<file path="src/rtl/mips_defs.sv">
// rtl/mips_defs.sv - shared encodings for the MIPS core memory path
package mips_defs;

  typedef enum logic [1:0] {
    ST_IDLE   = 2'd0,
    ST_BUSY_A = 2'd1,
    ST_BUSY_B = 2'd2
  } arb_state_t;

  localparam logic SEL_A = 1'b0;
  localparam logic SEL_B = 1'b1;

endpackage

</file>
<file path="src/rtl/mux2x1_32.sv">
// rtl/mux2x1_32.sv - 32-bit two-input multiplexer
module mux2x1_32 (
  input  logic [31:0] d0_i,
  input  logic [31:0] d1_i,
  input  logic        sel_i,
  output logic [31:0] y_o
);

  assign y_o = sel_i ? d1_i : d0_i;

endmodule

</file>
<file path="src/rtl/mem_port_arbiter.sv">
// rtl/mem_port_arbiter.sv - round-robin req/ack arbiter sharing one memory port between fetch (A) and LSU (B)
module mem_port_arbiter
  import mips_defs::*;
#(
  parameter int TIMEOUT = 16,
  parameter int CW      = 5
) (
  input  logic        clk,
  input  logic        rst,
  input  logic        req_a,
  input  logic [31:0] addr_a,
  input  logic [31:0] wdata_a,
  input  logic        we_a,
  input  logic        req_b,
  input  logic [31:0] addr_b,
  input  logic [31:0] wdata_b,
  input  logic        we_b,
  output logic        gnt_a,
  output logic        gnt_b,
  output logic        ack_a,
  output logic        ack_b,
  output logic        err,
  output logic        err_flag,
  output logic [31:0] rdata,
  output logic        sel,
  output logic        mem_req,
  output logic [31:0] mem_addr,
  output logic [31:0] mem_wdata,
  output logic        mem_we,
  input  logic        mem_ack,
  input  logic [31:0] mem_rdata
);

  localparam logic [CW-1:0] TO_VAL = CW'(TIMEOUT);

  arb_state_t    state_q, state_d;
  logic          sel_q, sel_d;
  logic          last_q, last_d;
  logic [CW-1:0] wait_q, wait_d;
  logic          err_flag_q, err_flag_d;

  logic timeout_hit;
  logic done;

  always_ff @(posedge clk or posedge rst) begin
    if (rst) begin
      state_q    <= ST_IDLE;
      sel_q      <= SEL_A;
      last_q     <= SEL_B;
      wait_q     <= '0;
      err_flag_q <= 1'b0;
    end else begin
      state_q    <= state_d;
      sel_q      <= sel_d;
      last_q     <= last_d;
      wait_q     <= wait_d;
      err_flag_q <= err_flag_d;
    end
  end

  // Gating with rst makes the port go quiet in the same cycle reset is raised.
  assign gnt_a   = (state_q == ST_BUSY_A) & ~rst;
  assign gnt_b   = (state_q == ST_BUSY_B) & ~rst;
  assign mem_req = gnt_a | gnt_b;

  assign timeout_hit = (TIMEOUT != 0) && (wait_q == TO_VAL);
  assign done        = mem_ack | timeout_hit;

  assign ack_a    = gnt_a & done;
  assign ack_b    = gnt_b & done;
  assign err      = mem_req & timeout_hit & ~mem_ack;
  assign err_flag = err_flag_q;
  assign sel      = sel_q;
  assign rdata    = mem_rdata;
  assign mem_we   = mem_req & (sel_q ? we_b : we_a);

  mux2x1_32 u_addr_mux (
    .d0_i  (addr_a),
    .d1_i  (addr_b),
    .sel_i (sel_q),
    .y_o   (mem_addr)
  );

  mux2x1_32 u_wdata_mux (
    .d0_i  (wdata_a),
    .d1_i  (wdata_b),
    .sel_i (sel_q),
    .y_o   (mem_wdata)
  );

  always_comb begin
    state_d    = state_q;
    sel_d      = sel_q;
    last_d     = last_q;
    wait_d     = wait_q;
    err_flag_d = err_flag_q;
    case (state_q)
      ST_IDLE: begin
        wait_d = '0;
        // On a tie the port that did not win last time goes first.
        if (req_a && (!req_b || last_q == SEL_B)) begin
          state_d = ST_BUSY_A;
          sel_d   = SEL_A;
        end else if (req_b) begin
          state_d = ST_BUSY_B;
          sel_d   = SEL_B;
        end
      end
      ST_BUSY_A: begin
        if (done) begin
          last_d = SEL_A;
          wait_d = '0;
          if (err) err_flag_d = 1'b1;
          if (req_b) begin
            state_d = ST_BUSY_B;
            sel_d   = SEL_B;
          end else begin
            state_d = ST_IDLE;
          end
        end else if (!req_a) begin
          state_d = ST_IDLE;
          wait_d  = '0;
        end else begin
          wait_d = wait_q + CW'(1);
        end
      end
      ST_BUSY_B: begin
        if (done) begin
          last_d = SEL_B;
          wait_d = '0;
          if (err) err_flag_d = 1'b1;
          if (req_a) begin
            state_d = ST_BUSY_A;
            sel_d   = SEL_A;
          end else begin
            state_d = ST_IDLE;
          end
        end else if (!req_b) begin
          state_d = ST_IDLE;
          wait_d  = '0;
        end else begin
          wait_d = wait_q + CW'(1);
        end
      end
      default: begin
        state_d = ST_IDLE;
        wait_d  = '0;
      end
    endcase
  end

endmodule

</file>
<file path="config.mk">
export PLATFORM = sky130hd
export DESIGN_NAME = mem_port_arbiter
export DESIGN_NICKNAME = d
export VERILOG_FILES = /design/src/rtl/mips_defs.sv /design/src/rtl/mux2x1_32.sv /design/src/rtl/mem_port_arbiter.sv
export SDC_FILE = /design/constraint.sdc
export NUM_CORES = 1
export LEC_CHECK = 0
export ABC_AREA = 1
export CORE_AREA = 5 5 101 103
export DETAILED_ROUTE_END_ITERATION = 12
export DIE_AREA = 0 0 106 108
export PLACE_DENSITY = 0.7
export SLEW_MARGIN = 10
export SYNTH_ARGS = -nofsm -noshare
export SYNTH_HDL_FRONTEND = slang
export SYNTH_SLANG_ARGS = --single-unit
export TNS_END_PERCENT = 100
</file>
<file path="constraint.sdc">
create_clock -name clk -period 2 [get_ports clk]
set_clock_uncertainty 0.1 [all_clocks]
set_input_delay 0.3 -clock clk [delete_from_list [all_inputs] [get_ports clk]]
set_output_delay 0.3 -clock clk [all_outputs]
set_load 0.01 [all_outputs]
</file>
==> results.toml <==
[run]
drv_cap = 0

[sta]
worstMarginPinSlew_ns = 0.396
slew_violations = 0
fin_setup_tns_ns = 0
period_share = 0.985
hold_violations = 0
timing.fmax_mhz = 507
slew_headroom = 0.735
post-route-min-period_ns = 1.97
setup_violations = 0
rsz0062_at_grt = "yes"
timing.final.ws_setup_ns = 0.0293

[pwr]
power_density_nw_per_um2 = 788
combPwrFrac = 0.813
p_switching_mw = 1.17
p_int_mw = 1.82
p_sw_frac = 0.391
seqPwrFrac = 0.102
p_leak_nw = 1.65
peakVddDrop_mv = 0.467
clkPwrFrac = 0.084

[setup_path]
r2r_cells = 9
worstSetupEndpointType = "output port"
arrival_ns = 1.57
critPathMaxFanout = 28
crit_buf_inv = 2
cp.required_ns = 1.60
rrSetupSlack_ns = 0.46
slowest_delay_ns = 0.47
startpoint = "sel"
timing.rr.end = "state_q[1]"
path_class = "reg2out"
path_cells = "buf_12 -> mux2_2 -> dlygate4sd2_1"
crit_family = "buffers and inverters"
critPathLaunchType = "register"
reg2reg_from = "state_q[1]"
slowest_stage = "dfrtp_2"

[route]
vias_per_cell = 4.37
vias = 2174
wl_mm = 9.25
wl_met3_mm = 1.16
dr_wl_met2_mm = 4.61
first_pass_iters = 4
top_layer = "met5"
wl_per_cell_um = 18.6
drc = 0
met1_length_mm = 3.32
ant_nets = 0
drtIter0Drc = 65

[clock_network]
cts_root_buffer = "clkbuf_8"
cts_tree = "done"
clock-sinks = 10
clk_latency_ns = 0.23
clk_pin_slew_worst_paths_ns = 0.05
h-tree-depth = 1
cts_max_path_buffers = 2
numCtsBuffers = 3

[global_routing]
grt_max_degree = 33
grt_pass1_wl_mm = 13.1
grt_overflow_total = 0
grt_use_total = 0.148
antenna_found_initial = 3
grt_pass1_vias = 2348

[outcome]
outcome = "completed"

[layout]
nets = 561
drive_above_1_share = 0.279
antenna_cells = 0
syn_to_final_growth_pct = 124
post-route-cell-area_um2 = 3780
fillers = 942
layout.cells.non_filler = 498

[synth]
syn_area_per_cell_um2 = 8.64
synth-simple-area-share = 0.126
yosys-top-cells-area = "mux2_2 (43%), buf_4 (15%), dfrtp_1 (13%), nand2_1 (5.5%), ha_1 (4.4%)"
synth_area_leader_cell = "mux2_2"
synth_top_family_by_area = "multiplexers"
syn-num-nets = 369
ys_ff_latch = 10
synth_compound_area_frac = 0.0244
yosysUniqueCellTypes = 23
syn_inst = 196
synthMuxAreaShare = 0.432
synth_xor_xnor_area_share = 0.0155
ys_seq_area_frac = 0.149
synthDominantCellAreaShare = 0.432
syn_area_um2 = 1690
synthAdderAreaFrac = 0.0443
yosysWarnings = 0

[floorplan]
die_x_um = 106
start_util = 0.186
row_count = 35
die_h_um = 108
core-area_um2 = 9110
dieArea_um2 = 11400
ios = 272

[placement]
gp_congestion = 0.965
dpl_cell_area_um2 = 3760
dp_hpwl_mm = 8.20
place_ws_ns = -0.153
io_buffers = 207
place_inst = 492

[min_path]
whs_endpoint = "err_flag"
worstHoldStart = "err_flag"
holdCritPathClass = "reg2reg"
hold_path_depth = 1
## cell usage in the layout (no fill, tap or decap)
| cell | Yosys | routed |
|---|---|---|
| o21ai_0 | 2 | 2 |
| xnor2_1 | 1 | 1 |
| buf_6 | 3 | 1 |
| nor2_4 | 0 | 1 |
| nand4_1 | 1 | 1 |
| inv_2 | 1 | 2 |
| dfstp_2 | 1 | 1 |
| clkbuf_16 | 0 | 1 |
| nand2_1 | 25 | 23 |
| buf_4 | 33 | 15 |
| clkbuf_8 | 0 | 4 |
| ha_2 | 0 | 1 |
| dfrtp_1 | 9 | 8 |
| buf_12 | 0 | 2 |
| inv_1 | 14 | 13 |
| ha_1 | 6 | 5 |
| dlygate4sd2_1 | 0 | 35 |
| a21oi_1 | 2 | 2 |
| a21o_1 | 1 | 1 |
| nor2_1 | 13 | 13 |
| nand3_1 | 9 | 9 |
| nand3b_1 | 1 | 1 |
| buf_2 | 3 | 1 |
| clkdlybuf4s15_1 | 0 | 26 |
| clkdlybuf4s15_2 | 0 | 1 |
| clkbuf_2 | 0 | 8 |
| a21oi_4 | 0 | 1 |
| clkdlybuf4s50_1 | 0 | 136 |
| xor2_1 | 2 | 2 |
| dfrtp_2 | 0 | 1 |
| o21ai_1 | 1 | 1 |
| mux2_2 | 65 | 65 |
| nand2_2 | 1 | 3 |
## synth_stat cells (all sizes together)
library cell  number
a21oi              3
dfstp              1
a21o               1
xnor2              1
mux2              65
nand2             26
buf               39
nand4              1
ha                 6
nand3b             1
nor2              14
inv               15
o21ai              3
dfrtp              9
nand3              9
xor2               2
## cells by family after synthesis
| group | after synthesis |
|---|---|
| buffers and inverters | 54 |
| AOI/OAI and AO/OA | 7 |
| adders and majority gates | 6 |
| xor gates and xnor gates | 3 |
| DFF | 10 |
| and+or+nand+nor | 51 |
| muxes | 65 |
## metrics by stage
step	hold WS (ns)	total power, mW	utilization
finish	0.363	2.98	0.416
global route	0.396	3.19	0.416
CTS	0.377	2.92	0.412
detailed placement	0.364	2.90	0.413
global placement	0.350	2.88	0.413
floorplan	0.0395	1.57	-
## sequential cells by signal, indices dropped and copies added, names as in the netlist
register,cells
last_q,1
sel,1
err_flag,1
state_q,2
wait_q,5
## how the worst max path moves through the flow
stage | end | depth (start not counted)
3_3_place_gp | err | 5
6_report | mem_wdata[23] | 3
2_1_floorplan | err | 6
5_1_grt | mem_we | 7
4_1_cts | mem_wdata[8] | 3
3_5_place_dp | err | 7
## final cells by class
class	instances	area (um^2)	share of cell area
Timing Repair Buffer	226	2170	0.574
Multi-Input combinational cell	132	1110	0.293
Sequential cell	10	253	0.0668
Tap cell	111	139	0.0367
Inverter	15	56.3	0.0149
Clock buffer	4	55.1	0.0145
## metal layers
layer	global-route usage	vias up
li1	-	1006
met1	0.150	1003
met2	0.278	141
met3	0.0740	18
met4	0.0231	6
met5	0	-
## power by group through the flow
stage	Combinational (mW)	Clock (mW)	Sequential, mW
after global routing	2.61	0.271	0.309
after floorplan	1.29	0	0.287
after CTS	2.36	0.260	0.297
final	2.43	0.252	0.305
after global placement	2.58	0	0.293
after detailed placement	2.60	0	0.298
## repair_timing
item                       4_1_cts  5_1_grt
setup buffers                    0        1
resized for setup               82       43
hold buffers                     0        0
setup endpoints to repair       71       13
gates cloned                     0        1
pin swaps                        0        1
Note: power is estimated with default switching activity, not from simulation.
